[src/rtl/pwm_peripheral_if.sv]
`default_nettype none
// ============================================================================
//  Module   : pwm_peripheral_if
//  Purpose  : Bundles the SPI-register-file configuration bytes feeding the
//             PWM peripheral together with its pin-drive outputs.
//  Signals  : en_reg_out_7_0 / en_reg_out_15_8   output enables (SPI addr 0/1)
//             en_reg_pwm_7_0 / en_reg_pwm_15_8   PWM mode select (SPI addr 2/3)
//             pwm_duty_cycle                     duty in 1/256 steps (addr 4)
//             out                                registered pin drive
//             period_start                       pulse on first clk of period
//  Modports : master - register file side (drives config, observes pins)
//             slave  - PWM peripheral side
//  Revision : 1.0 - initial release
// ============================================================================
interface pwm_peripheral_if;
  logic [7:0]  en_reg_out_7_0;
  logic [7:0]  en_reg_out_15_8;
  logic [7:0]  en_reg_pwm_7_0;
  logic [7:0]  en_reg_pwm_15_8;
  logic [7:0]  pwm_duty_cycle;
  logic [15:0] out;
  logic        period_start;

  modport master (
    output en_reg_out_7_0, en_reg_out_15_8,
    output en_reg_pwm_7_0, en_reg_pwm_15_8,
    output pwm_duty_cycle,
    input  out, period_start
  );

  modport slave (
    input  en_reg_out_7_0, en_reg_out_15_8,
    input  en_reg_pwm_7_0, en_reg_pwm_15_8,
    input  pwm_duty_cycle,
    output out, period_start
  );
endinterface
`default_nettype wire

[src/rtl/pwm_peripheral.sv]
`default_nettype none
// ============================================================================
//  Module   : pwm_peripheral
//  Purpose  : Drives 16 output pins, each forced low, forced high, or driven
//             by one shared PWM waveform. The waveform comes from a prescaler
//             (PRESCALE clks per step) and an 8-bit period counter, giving a
//             period of 256*PRESCALE clks. The duty cycle is shadowed at each
//             period boundary so mid-period writes never produce runt pulses.
//  Ports    : clk    - system clock, rising edge
//             rst_n  - asynchronous active-low reset
//             bus    - pwm_peripheral_if.slave (config bytes in, pins out)
//  Revision : 1.0 - initial release
// ============================================================================
module pwm_peripheral #(
  parameter int PRESCALE = 13
) (
  input wire              clk,
  input wire              rst_n,
  pwm_peripheral_if.slave bus
);

  localparam int             PRE_W   = (PRESCALE > 1) ? $clog2(PRESCALE) : 1;
  localparam logic [PRE_W-1:0] PRE_MAX = PRE_W'(PRESCALE - 1);

  logic [PRE_W-1:0] pre_cnt;
  logic [7:0]       pwm_cnt;
  logic [7:0]       duty_shadow;

  logic             tick;
  logic             boundary;
  logic [7:0]       cnt_next;
  logic [7:0]       duty_next;
  logic             lvl_next;
  logic [15:0]      en_out;
  logic [15:0]      en_pwm;
  logic [15:0]      out_next;

  always_comb begin
    tick     = (pre_cnt == PRE_MAX);
    boundary = tick && (pwm_cnt == 8'hFF);

    // Values the counter and shadow take on this edge. The pin register is
    // fed the level belonging to these, so the first clk of a new period
    // (period_start high) already shows pwm_cnt==0 with the new duty.
    cnt_next  = tick ? (pwm_cnt + 8'd1) : pwm_cnt;
    duty_next = boundary ? bus.pwm_duty_cycle : duty_shadow;

    // 0xFF is treated as full-on; otherwise the pin is high while the
    // counter is below the duty value.
    lvl_next  = (duty_next == 8'hFF) || (cnt_next < duty_next);

    en_out   = {bus.en_reg_out_15_8, bus.en_reg_out_7_0};
    en_pwm   = {bus.en_reg_pwm_15_8, bus.en_reg_pwm_7_0};
    out_next = en_out & (~en_pwm | {16{lvl_next}});
  end

  always_ff @(posedge clk or negedge rst_n) begin
    if (!rst_n) begin
      pre_cnt          <= '0;
      pwm_cnt          <= 8'h00;
      duty_shadow      <= 8'h00;
      bus.out          <= 16'h0000;
      bus.period_start <= 1'b0;
    end else begin
      pre_cnt          <= tick ? '0 : (pre_cnt + PRE_W'(1));
      pwm_cnt          <= cnt_next;
      duty_shadow      <= duty_next;
      bus.out          <= out_next;
      bus.period_start <= boundary;
    end
  end

endmodule
`default_nettype wire
[src/flat_wrapper.sv]
// flat-port wrapper written by rule: the top's interface ports become plain ports
module pwm_peripheral_flat 
#(
  parameter int PRESCALE = 13
)
  (clk, rst_n, bus_en_reg_out_7_0, bus_en_reg_out_15_8, bus_en_reg_pwm_7_0, bus_en_reg_pwm_15_8, bus_pwm_duty_cycle, bus_out, bus_period_start);
  pwm_peripheral_if bus_i ();
  input wire clk;
  input wire rst_n;
  input wire logic [$bits(bus_i.en_reg_out_7_0)-1:0] bus_en_reg_out_7_0;
  input wire logic [$bits(bus_i.en_reg_out_15_8)-1:0] bus_en_reg_out_15_8;
  input wire logic [$bits(bus_i.en_reg_pwm_7_0)-1:0] bus_en_reg_pwm_7_0;
  input wire logic [$bits(bus_i.en_reg_pwm_15_8)-1:0] bus_en_reg_pwm_15_8;
  input wire logic [$bits(bus_i.pwm_duty_cycle)-1:0] bus_pwm_duty_cycle;
  output wire logic [$bits(bus_i.out)-1:0] bus_out;
  output wire logic [$bits(bus_i.period_start)-1:0] bus_period_start;
  assign bus_i.en_reg_out_7_0 = bus_en_reg_out_7_0;
  assign bus_i.en_reg_out_15_8 = bus_en_reg_out_15_8;
  assign bus_i.en_reg_pwm_7_0 = bus_en_reg_pwm_7_0;
  assign bus_i.en_reg_pwm_15_8 = bus_en_reg_pwm_15_8;
  assign bus_i.pwm_duty_cycle = bus_pwm_duty_cycle;
  assign bus_out = bus_i.out;
  assign bus_period_start = bus_i.period_start;
  pwm_peripheral #(.PRESCALE(PRESCALE)) u_core (.clk(clk), .rst_n(rst_n), .bus(bus_i));
endmodule
[config.mk]
export PLATFORM = sky130hd
export DESIGN_NAME = pwm_peripheral_flat
export DESIGN_NICKNAME = d
export VERILOG_FILES = /design/src/rtl/pwm_peripheral_if.sv /design/src/rtl/pwm_peripheral.sv /design/src/flat_wrapper.sv
export SDC_FILE = /design/constraint.sdc
export NUM_CORES = 1
export LEC_CHECK = 0
export ABC_AREA = 1
export CAP_MARGIN = 20
export CORE_UTILIZATION = 25
export CTS_CLUSTER_SIZE = 8
export DETAILED_ROUTE_END_ITERATION = 8
export PLACE_DENSITY_LB_ADDON = 0.12
export SYNTH_ARGS = -nofsm -noshare
export SYNTH_HDL_FRONTEND = slang
export SYNTH_SLANG_ARGS = --single-unit
[constraint.sdc]
create_clock -name clk -period 3.3 [get_ports clk]
set_clock_uncertainty 0.2 [all_clocks]
set_input_delay 0.66 -clock clk [delete_from_list [all_inputs] [get_ports clk]]
set_output_delay 0.66 -clock clk [all_outputs]
set_load 0.005 [all_outputs]
==> metrics.yaml <==
grt_pass1_wl_um: 6740
drcViolationCount: 0
finalNetCount: 313
fin_crit_sh_pct: 86.1
cts-root-buf: "clkbuf_8"
p_leak_nw: 1.26
drt_iter0_markers: 25
synth.area.top_cells: "dfrtp_1, nand2_1, inv_1, ha_1, nand3_2"
critPathMaxFanout: 16
setup_viol_count_final: 0
cpLargestDelayFamily: "simple AND/OR/NAND/NOR gates"
hold_buffers: 0
rr_worst_depth: 16
grt.busiest_layer: "met2"
use_met2_pct: 17.0
num_rows: 30
syn_inst: 196
path_class: "reg -> reg"
start_util_pct: 26.4
synth_nets: 248
ys_async_sr_fraction_pct: 100
cp_data_arrival_time_ps: 2870
syn_area_mm2: 0.00182
dp_hpwl_um: 2830
period_minus_slack_ps: 2840
drive_above_1_share_pct: 11.9
r2r_end: "u_core.bus.out[14]$_DFF_PN0_"
synthFlopType: "dfrtp_1"
clk_pin_slew_worst_paths_ps: 80
grtUsageMet1_pct: 14.6
synth_top_area_share_pct: 50.8
dp_cells: 350
hold_violations: 0
ys.warnings.count: 0
yosysUniqueCellTypes: 21
worst_pin_slew_ps: 846
maxSlewHeadroom_pct: 43.6
routed_wirelength_um: 3750
grt_pass1_vias: 1465
clk_path_buf_depth: 2
synth_most_common_cell: "nand2_1"
cap_violations: 0
drt.antenna.violating_nets: 0
core_area_mm2: 0.00691
dr.pass1.iters: 4
design.die.area_mm2: 0.00763
gr-total-overflow: 0
grt_max_degree: 38
fin_cells: 357
crit_path_end_kind: "register"
finalSetupTns_ps: 0
cts_sinks: 37
dr_total_vias: 1371
hp-class: "in -> async"
yosys.area.top_type: "dfrtp_1"
max_stage_delay_ps: 400
diodes: 0
clock_latency_ps: 290
yosys-top-cells-count: "nand2_1, inv_1, dfrtp_1"
worstPathRequired_ps: 3330
startpoint_type: "register"
io_buffers: 58
path_cells: "inv_1 > ha_1 > nand3_1 > nor2_1 > nand3_1 > nor2_1 > xor2_1 > ha_1 > nand2_1 > nor2_1 > a211oi_1 > nand2_1 > buf_4 > nand3_2 > nand2_1 > inv_1"
ir_worst_vdd_v: 0.000135
syn-mean-instance-area_um2: 9.29
syn2layout_area_growth_pct: 43.3
drv_slew: 0
crit_slowest_cell: "dfrtp_1"
synth_edf_count: 0
cts_buffers: 5
gp_congestion: 0.713
grt_usage_pct: 11.7
max_freq_mhz: 352
routedWlPerCell_um: 10.5
rsz0062_at_grt: "no"
status: "complete, no violations"
die_h_um: 87.4
yosysSeqAreaShare_pct: 50.8
antenna_found_initial: 0
post_cts_resized: 0
powerDensity_mw_per_mm2: 359
crit_buf_inv: 3
cts_tree: "done"
ios: 59
die_width_um: 87.4
routed_via_density: 3.84
ys_seq_elements: 37
rrSetupSlack_ps: 460
reg2reg_from: "u_core.pre_cnt[0]$_DFF_PN0_"
htree_levels: 2
grt_use_met3_pct: 6.16
postCtsSetupBuffers: 0
-- worst register-to-register path, cell delays in order, from the launching register on --
cell      delay (ps)
dfrtp_1          400
inv_1             80
ha_1             170
nand3_1          100
nor2_1           200
nand3_1          150
nor2_1           140
xor2_1           240
ha_1             290
nand2_1          100
nor2_1            50
a211oi_1         190
nand2_1           80
buf_4            210
nand3_2           80
nand2_1           70
inv_1             50
-- metal layers --
| metal | vias to the layer above | routed length [µm] |
|---|---|---|
| met4 | 0 | 42 |
| met1 | 599 | 1750 |
| met2 | 44 | 1590 |
| li1 | 724 | - |
| met5 | - | 0 |
| met3 | 4 | 361 |
-- logic make-up (layout without fill, tap and decap cells) --
kind of cell / Yosys count / count (layout) / synth area share, %
DFF: 37 / 37 / 50.8
and+or+nand+nor: 91 / 91 / 25.8
buffers and inverters: 43 / 108 / 10.1
adders and majority gates: 10 / 10 / 6.87
xor gates and xnor gates: 9 / 9 / 4.33
AOI/OAI and AO/OA: 6 / 6 / 2.06
-- flip-flops by register name (all words and copies together), names as in the netlist --
signal                   cells
u_core.pre_cnt               4
u_core.bus.period_start      1
u_core.duty_shadow           8
u_core.bus.out              16
u_core.pwm_cnt               8
-- worst max path at each step --
| stage | start | end | slack (ps) | depth (start not counted) |
|---|---|---|---|---|
| final | u_core.pre_cnt[0]$_DFF_PN0_ | u_core.bus.out[14]$_DFF_PN0_ | 460 | 16 |
| after global routing | u_core.pre_cnt[0]$_DFF_PN0_ | u_core.bus.out[15]$_DFF_PN0_ | 120 | 18 |
| after CTS | u_core.pre_cnt[0]$_DFF_PN0_ | u_core.bus.out[14]$_DFF_PN0_ | 430 | 16 |
| after detailed placement | u_core.pre_cnt[0]$_DFF_PN0_ | u_core.bus.out[0]$_DFF_PN0_ | 470 | 16 |
| after global placement | u_core.pre_cnt[0]$_DFF_PN0_ | u_core.bus.out[0]$_DFF_PN0_ | 440 | 16 |
| after floorplan | u_core.pre_cnt[0]$_DFF_PN0_ | u_core.bus.out[10]$_DFF_PN0_ | 640 | 16 |
-- metrics by stage --
stage	worst slack [ps]	utilization (%)	hold slack (ps)	total power, mW	instance area [µm²]
5_1_grt	121	37.8	317	0.990	2610
4_1_cts	426	37.8	302	0.960	2610
2_1_floorplan	639	-	164	0.486	1820
3_3_place_gp	440	36.3	297	0.568	2510
6_report	459	37.8	278	0.938	2610
3_5_place_dp	466	36.3	283	0.568	2510
-- layout make-up --
class / instances / area [µm²]
repair buffers: 60 / 591
clock buffers: 5 / 68.8
flip-flops and latches: 37 / 926
fillers: 745 / 4300
multi-input cells: 116 / 712
inverters: 41 / 159
clock inverters: 2 / 35.0
well taps: 96 / 120
-- where the power goes --
group / switching (mW) / leakage (nW) / total (mW) / internal (mW)
clock: 0.162 / 0.0540 / 0.381 / 0.220
sequential: 0.00257 / 0.431 / 0.466 / 0.464
combinational: 0.0279 / 0.778 / 0.0903 / 0.0623
total: 0.192 / 1.26 / 0.938 / 0.746
-- layout by cell type (no fill, tap or decap), drive strengths merged --
cell,count
buf,3
o21ai,1
inv,40
dfrtp,37
xnor2,4
nand3,25
a211oi,1
clkinv,2
nand2,51
clkbuf,5
nor2,13
bufinv,1
clkdlybuf4s50,57
nor3,2
ha,10
a21oi,2
o21a,2
xor2,5
Power figures use the tool's default switching activity.
